==> config.mk <==
export PLATFORM = sky130hd
export DESIGN_NAME = ws2812b_rx
export DESIGN_NICKNAME = d
export VERILOG_FILES = /design/src/rtl/ws2812b_rx.sv
export SDC_FILE = /design/constraint.sdc
export NUM_CORES = 1
export LEC_CHECK = 0
export BUFFER_PORTS_ARGS = -buffer_cell sky130_fd_sc_hd__buf_2
export CAP_MARGIN = 20
export CORE_MARGIN = 2
export CORE_UTILIZATION = 25
export CTS_BUF_LIST = sky130_fd_sc_hd__clkbuf_8
export CTS_CLUSTER_DIAMETER = 80
export DETAILED_ROUTE_END_ITERATION = 8
export GPL_TIMING_DRIVEN = 0
export PLACE_DENSITY_LB_ADDON = 0.08
export SLEW_MARGIN = 30
export SYNTH_ARGS = -nofsm -noshare
export SYNTH_HDL_FRONTEND = slang
export SYNTH_SLANG_ARGS = --single-unit
==> constraint.sdc <==
create_clock -name clk -period 2.6 [get_ports clk]
set_input_delay 0.13 -clock clk [delete_from_list [all_inputs] [get_ports clk]]
set_output_delay 0.13 -clock clk [all_outputs]
set_load 0.01 [all_outputs]
==> src/rtl/ws2812b_rx.sv <==
// ws2812b_rx: WS2812B pixel emulator; decodes the first 24 bits of each frame and regenerates the remaining bits on dout.
module ws2812b_rx #(
    parameter int THRESH     = 60,
    parameter int MIN_HIGH   = 15,
    parameter int MAX_HIGH   = 110,
    parameter int RET_CYCLES = 5000
) (
    input  logic        clk,
    input  logic        reset,
    input  logic        din,
    output logic [23:0] pixel_data,
    output logic        pixel_valid,
    output logic        dout,
    output logic        frame_done,
    output logic        err,
    output logic [4:0]  bit_count
);
    localparam logic [15:0] RET  = 16'(RET_CYCLES);
    localparam logic [15:0] THR  = 16'(THRESH);
    localparam logic [15:0] MINH = 16'(MIN_HIGH);
    localparam logic [15:0] MAXH = 16'(MAX_HIGH);

    typedef enum logic [2:0] {WAIT_RET, IDLE, HIGH, LOW, PASS} state_t;
    state_t state;

    logic        s1, s_din;
    logic [15:0] high_cnt, low_cnt, low_inc, high_inc;
    logic [22:0] cap;
    logic [23:0] cap_next;
    logic        low_ret;

    assign low_inc  = (low_cnt >= RET) ? RET : low_cnt + 16'd1;
    assign high_inc = (high_cnt >= RET) ? RET : high_cnt + 16'd1;
    assign low_ret  = !s_din && (low_inc >= RET);
    assign cap_next = {cap, high_cnt >= THR};

    always_ff @(posedge clk) begin
        if (reset) begin
            s1          <= 1'b0;
            s_din       <= 1'b0;
            state       <= WAIT_RET;
            high_cnt    <= '0;
            low_cnt     <= '0;
            cap         <= '0;
            pixel_data  <= '0;
            pixel_valid <= 1'b0;
            dout        <= 1'b0;
            frame_done  <= 1'b0;
            err         <= 1'b0;
            bit_count   <= '0;
        end else begin
            s1          <= din;
            s_din       <= s1;
            pixel_valid <= 1'b0;
            frame_done  <= 1'b0;
            err         <= 1'b0;
            dout        <= 1'b0;
            case (state)
                WAIT_RET: begin
                    low_cnt <= s_din ? '0 : low_inc;
                    if (low_ret) state <= IDLE;
                end
                IDLE: begin
                    bit_count <= '0;
                    if (s_din) begin
                        high_cnt <= 16'd1;
                        state    <= HIGH;
                    end
                end
                HIGH: begin
                    if (s_din) begin
                        high_cnt <= high_inc;
                        if (high_cnt >= MAXH) begin
                            err       <= 1'b1;
                            bit_count <= '0;
                            low_cnt   <= '0;
                            state     <= WAIT_RET;
                        end
                    end else if (high_cnt < MINH) begin
                        err       <= 1'b1;
                        bit_count <= '0;
                        low_cnt   <= '0;
                        state     <= WAIT_RET;
                    end else begin
                        cap       <= cap_next[22:0];
                        bit_count <= bit_count + 5'd1;
                        low_cnt   <= 16'd1;
                        // 24th bit completes the pixel; everything after it is forwarded
                        if (bit_count == 5'd23) begin
                            pixel_data  <= cap_next;
                            pixel_valid <= 1'b1;
                            state       <= PASS;
                        end else begin
                            state <= LOW;
                        end
                    end
                end
                LOW: begin
                    if (s_din) begin
                        high_cnt <= 16'd1;
                        state    <= HIGH;
                    end else begin
                        low_cnt <= low_inc;
                        if (low_ret) begin
                            err       <= 1'b1;
                            bit_count <= '0;
                            state     <= IDLE;
                        end
                    end
                end
                PASS: begin
                    low_cnt <= s_din ? '0 : low_inc;
                    dout    <= s_din;
                    if (low_ret) begin
                        frame_done <= 1'b1;
                        dout       <= 1'b0;
                        bit_count  <= '0;
                        state      <= IDLE;
                    end
                end
                default: state <= WAIT_RET;
            endcase
        end
    end
endmodule

## Word-level counts from Yosys, hierarchy flattened

Cells that the tools add are included.

| word-level totals | value |
|---|---|
| flip-flop bits (word level) | 93 |
| output and inout port bits | 33 |
| word-level logic and storage cells | 84 |

| cells by class | value |
|---|---|
| bitwise logic cells | 4 |
| order comparisons | 6 |
| muxes and demuxes | 32 |
| reductions and logical operators | 17 |
| $add $sub $neg | 3 |
| equal/unequal tests | 10 |

Operators with widths:

| cell | count |
|---|---|
| two-way mux 16 bit | 8 |
| greater-or-equal comparator 16 x 13 -> 1 bit (second input constant) | 3 |
| case mux 16 bit (3 select lines) | 1 |
| adder 16 x 1 -> 16 bit (second input constant) | 2 |
| case mux 16 bit (2 select lines) | 1 |
| two-way mux 5 bit | 5 |
| two-way mux 3 bit | 7 |
| case mux 5 bit (4 select lines) | 1 |
| greater-or-equal comparator 16 x 6 -> 1 bit (second input constant) | 1 |
| greater-or-equal comparator 16 x 7 -> 1 bit (second input constant) | 1 |
| less-than comparator 16 x 4 -> 1 bit (second input constant) | 1 |
| case mux 3 bit (4 select lines) | 1 |
| AND reduction 3 bit | 4 |
| two-way mux 1 bit | 7 |
| == test 3 x 2 -> 1 bit (second input constant) | 2 |
| inequality test 2 bit (second input constant) | 3 |
| OR reduction 2 bit | 3 |
| adder 5 x 1 -> 5 bit (second input constant) | 1 |
| == test 5 bit (second input constant) | 1 |
| NOT 1 bit | 4 |
| AND reduction 4 bit | 1 |
| nonzero test 4 bit | 1 |
| OR reduction 4 bit | 1 |
| == test 3 x 1 -> 1 bit (second input constant) | 1 |
| 11 further kinds | 11 |

## Longest topological paths before layout

| depth | value |
|---|---|
| depth after elaboration | 7 |
| gate-level depth with buffers | 8 |
| gate-level depth less buffers | 7 |

## Worst setup path after synthesis

No wires, ideal clock.

| timing path | value |
|---|---|
| path kind | register to register |
| from | reg high_cnt[7] |
| to | reg state[0] |
| path buffers | 0 |
| data required time | 2.478 ns |
| cell stages (with the launch flop) | 7 |
| slack | 0.515 ns |
| setup time | 0.122 ns |
| period minus slack after synthesis | 2.085 ns |
| data arrival time | 1.963 ns |
| cells stage by stage | dfxtp_1 or4_4 or4_4 o311ai_2 nor2_1 a22oi_1 o21ai_1 |

| between the ends | value |
|---|---|
| word-level cells in the longest chain between the ends | 4 |
| elaborated cells on any way between the ends | 7 |
| those cells by class | order compare (2); eq/ne (1); mux (3); reduce/logical (1) |

RTL lines:

| item | RTL line | text |
|---|---|---|
| start, declared | 27 | `logic [15:0] high_cnt, low_cnt, low_inc, high_inc;` |
| start signal, assigned | 72 | `high_cnt <= high_inc;` |
| less-than comparator 16 x 4 -> 1 bit | 79 | `end else if (high_cnt < MINH) begin` |
| two-way mux 3 bit | 79 |  |
| two-way mux 3 bit | 71 | `if (s_din) begin` |
| case mux 3 bit (4 select lines) | 58 | `case (state)` |
| end signal, assigned | 61 | `if (low_ret) state <= IDLE;` |
| end signal, assigned | 77 | `state <= WAIT_RET;` |
| end signal, assigned | 83 | `state <= WAIT_RET;` |
| end, declared | 24 | `state_t state;` |

Parallel ways exist; a longest one is shown, timed or not.
A chain may end at the register's enable or synchronous reset.

## Worst setup path after layout

| timing path | value |
|---|---|
| from | reg low_cnt[0] |
| to | reg frame_done |

| between the ends | value |
|---|---|
| word-level cells in the longest chain between the ends | 5 |
| elaborated cells on any way between the ends | 6 |
| those cells by class | add/sub (1); order compare (2); mux (2); reduce/logical (1) |

RTL lines:

| item | RTL line | text |
|---|---|---|
| start, declared | 27 |  |
| start signal, assigned | 60 | `low_cnt <= s_din ? '0 : low_inc;` |
| start signal, assigned | 103 | `low_cnt <= low_inc;` |
| start signal, assigned | 112 | `low_cnt <= s_din ? '0 : low_inc;` |
| adder 16 x 1 -> 16 bit / greater-or-equal comparator 16 x 13 -> 1 bit (equally long branches) | 32 | `assign low_inc = (low_cnt >= RET) ? RET : low_cnt + 16'd1;` |
| two-way mux 16 bit (*) | 32 |  |
| greater-or-equal comparator 16 x 13 -> 1 bit (*) | 34 | `assign low_ret = !s_din && (low_inc >= RET);` |
| logical AND 1 bit (*) | 34 |  |
| two-way mux 1 bit (*) | 114 | `if (low_ret) begin` |
| end signal, assigned | 48 | `frame_done <= 1'b0;` |
| end signal, assigned | 55 | `frame_done <= 1'b0;` |
| end signal, assigned | 115 | `frame_done <= 1'b1;` |
| end, declared | 14 | `output logic frame_done,` |

Every way passes the cells marked *; elsewhere a longest branch is shown, timed or not.

==> results.py <==
metrics = {
    "route": {
        "first_pass_iters": 4,
        "drc": 0,
        "detail_route.wl_per_cell_um": 13.98,
        "drtIter0Drc": 241,
        "wl_mm": 11.16,
        "antenna_left": 0,
        "vias": 3826,
        "viasPerCell": 4.794,
    },
    "floorplan": {
        "die_y_um": 132.6,
        "die_w_um": 132.6,
        "ios": 36,
        "die-area_um2": 17590,
        "coreArea_um2": 16350,
        "row_count": 47,
        "start_util": 0.2530,
    },
    "cts": {
        "cts_buffers": 9,
        "cts.sinks": 93,
        "clk_pin_slew_ns": 0.09,
        "cts_tree": "built",
        "htreeDepth": 3,
        "insertion_delay_ns": 0.38,
        "cts_setup_buffers": 0,
        "cts_root_buf": "clkbuf_8",
        "cts_buffer_depth": 2,
    },
    "synthesis": {
        "muxShareOfSynthArea": 0.002420,
        "synth.area.top_cells": "dfxtp_1 (45%), nand2_1 (11%), a21oi_1 (9.1%)",
        "synthXorXnorAreaFrac": 0.01694,
        "async_flop_share": 0,
        "syn_inst": 526,
        "synth_top_area_cell": "dfxtp_1",
        "syn_avg_cell_area_um2": 7.864,
        "ys_warn_count": 0,
        "synth-seq-cells": 93,
        "synthSimpleGateAreaFrac": 0.2768,
        "synth_top_family_by_area": "simple AND/OR/NAND/NOR gates",
        "post-synth-top-count-cell": "nand2_1",
        "ys.flop_type": "dfxtp_1",
        "syn_area_um2": 4136,
        "synth_top_cell_area_share": 0.4501,
        "synth_nets": 534,
        "synth_cell_type_count": 54,
        "yosys-top-cells-count": "nand2_1 (118), dfxtp_1 (93), a21oi_1 (75), nor2_1 (31), nand3_1 (22)",
        "synth_edf_count": 0,
        "synth_fa_ha_area_frac": 0.01512,
        "ys_seq_area_frac": 0.4501,
        "synth_compound_area_frac": 0.1981,
    },
    "critical_path": {
        "rr_startpoint": "low_cnt[0]",
        "setup.worst_path.class": "reg2reg",
        "start_kind": "flop",
        "endpoint": "frame_done",
        "worst_setup_path_end_kind": "flop",
        "timing.rr.end": "frame_done",
        "worstPathArrival_ns": 2.63,
        "reg2reg_depth": 8,
        "cp_data_required_time_ns": 2.84,
        "reg2reg_slack_ns": 0.21,
        "crit_start": "low_cnt[0]",
        "cp_max_fo": 6,
    },
    "cells_and_area": {
        "n_antenna_cell": 0,
        "drive_gt1_frac": 0.1298,
        "layout.nets": 581,
        "final_util": 0.2955,
        "area_growth_pct": 16.79,
    },
    "power": {
        "p_leak_nw": 1.721,
        "p_per_area_nw_per_um2": 525.3,
        "vdd_drop_max_uv": 194.2,
        "power_mw": 2.537,
    },
    "timing": {
        "hold_violations": 0,
        "layout_setup_ws_ns": 0.2061,
        "fmax_mhz": 417.7,
        "rsz0062_at_grt": "false",
        "skew_ns": 0.01368,
        "drv_slew": 0,
        "tightest_slew_ns": 0.9248,
        "setup_viol": 0,
        "tns_ns": 0,
        "relSlewSlack": 0.3798,
        "min_period_ns": 2.394,
        "period_share": 0.9207,
    },
    "worst_hold_path": {
        "hp-start": "reset",
        "hp-class": "in2reg",
    },
    "global_route": {
        "grt_pass1_wl_mm": 18.43,
        "grt_pass1_vias": 3594,
        "grt_max_degree": 18,
        "antenna_found_initial": 0,
        "grt.total_usage": 0.1320,
        "grt_overflow": 0,
    },
    "job": {
        "maxCapViolCount": 0,
    },
    "placed_design": {
        "port_buffers": 35,
        "hpwl_mm": 8.011,
        "dpl_worst_slack_ns": 0.06910,
        "gp_congestion": 0.8241,
    },
    "status": {
        "status": "finished, final reports clean",
    },
}
## kinds of logic after synthesis
logic type | count (synthesis)
and+or+nand+nor | 240
AOI/OAI and AO/OA | 138
DFF | 93
buffers and inverters | 41
xor gates and xnor gates | 8
adders and majority gates | 5
muxes | 1
## routing by layer
layer | routed length (µm) | GRT usage
met3 | 268 | 0.02146
met1 | 5526 | 0.1753
met2 | 5075 | 0.2073
met5 | 0 | 0
met4 | 286 | 0.06631
## final cells by class
type | instances | area (µm²)
clock inverter | 7 | 81.33
inverter | 13 | 48.80
multi-input combinational | 392 | 2135
fill | 1852 | 11520
sequential | 93 | 1862
timing repair buffer | 36 | 185.2
tap | 220 | 275.3
buffer | 28 | 120.1
clock buffer | 9 | 123.9
## registers in the layout (all words and copies together), names as in the netlist
name and flops:
pixel_data 24, cap 23, high_cnt 16, low_cnt 16, bit_count 5, state 3, dout 1, err 1
frame_done 1, pixel_valid 1, s1 1, s_din 1
## layout by cell type (no fill, tap or decap), types with 7 or more instances in the layout
master | synthesis | routed
nand2_1 | 118 | 118
dfxtp_1 | 93 | 93
a21oi_1 | 75 | 75
buf_2 | 5 | 40
nor2_1 | 31 | 30
nand3_1 | 22 | 22
clkbuf_1 | 20 | 19
o21ai_0 | 17 | 17
inv_1 | 13 | 13
and3_1 | 11 | 11
o21ai_1 | 11 | 11
nor3_1 | 9 | 9
clkbuf_8 | 0 | 9
or3_1 | 7 | 7
## worst min path at each step
stage               endpoint  cells after the start
finish                   err                      3
global route             err                      3
CTS                      err                      3
detailed placement        s1                      2
global placement          s1                      2
floorplan                 s1                      1
## what timing repair did
action / in CTS / in global routing
hold endpoints to repair: 1 / 0
hold buffers: 1 / 0
endpoints found under the setup margin: 0 / 29
gates resized for setup: 0 / 5
## worst max-delay path, stage by stage, from the launching register on
cell and delay [ns]:
dfxtp_1 0.44, ha_1 0.29, and3_1 0.18, buf_1 0.25, a311oi_1 0.14, a31oi_1 0.22
a311o_1 0.21, nand2_1 0.13, nor4_1 0.40
## where the power goes
part           internal, mW  switching (mW)  total, mW
registers              1.43         0.00753       1.44
clock network         0.460           0.573       1.03
logic                0.0186          0.0493     0.0679
total                  1.91           0.630       2.54
## stage by stage
stage                     hold WS (ns)  area (µm²)  instances
after global routing            0.1300        4831        798
after detailed placement        0.3914        4592        781
final                           0.1334        4831        798
after global placement          0.3851        4587        781
after floorplan                 0.2582        4136        526
after CTS                       0.1074        4807        798
Power figures use the tool's default switching activity.
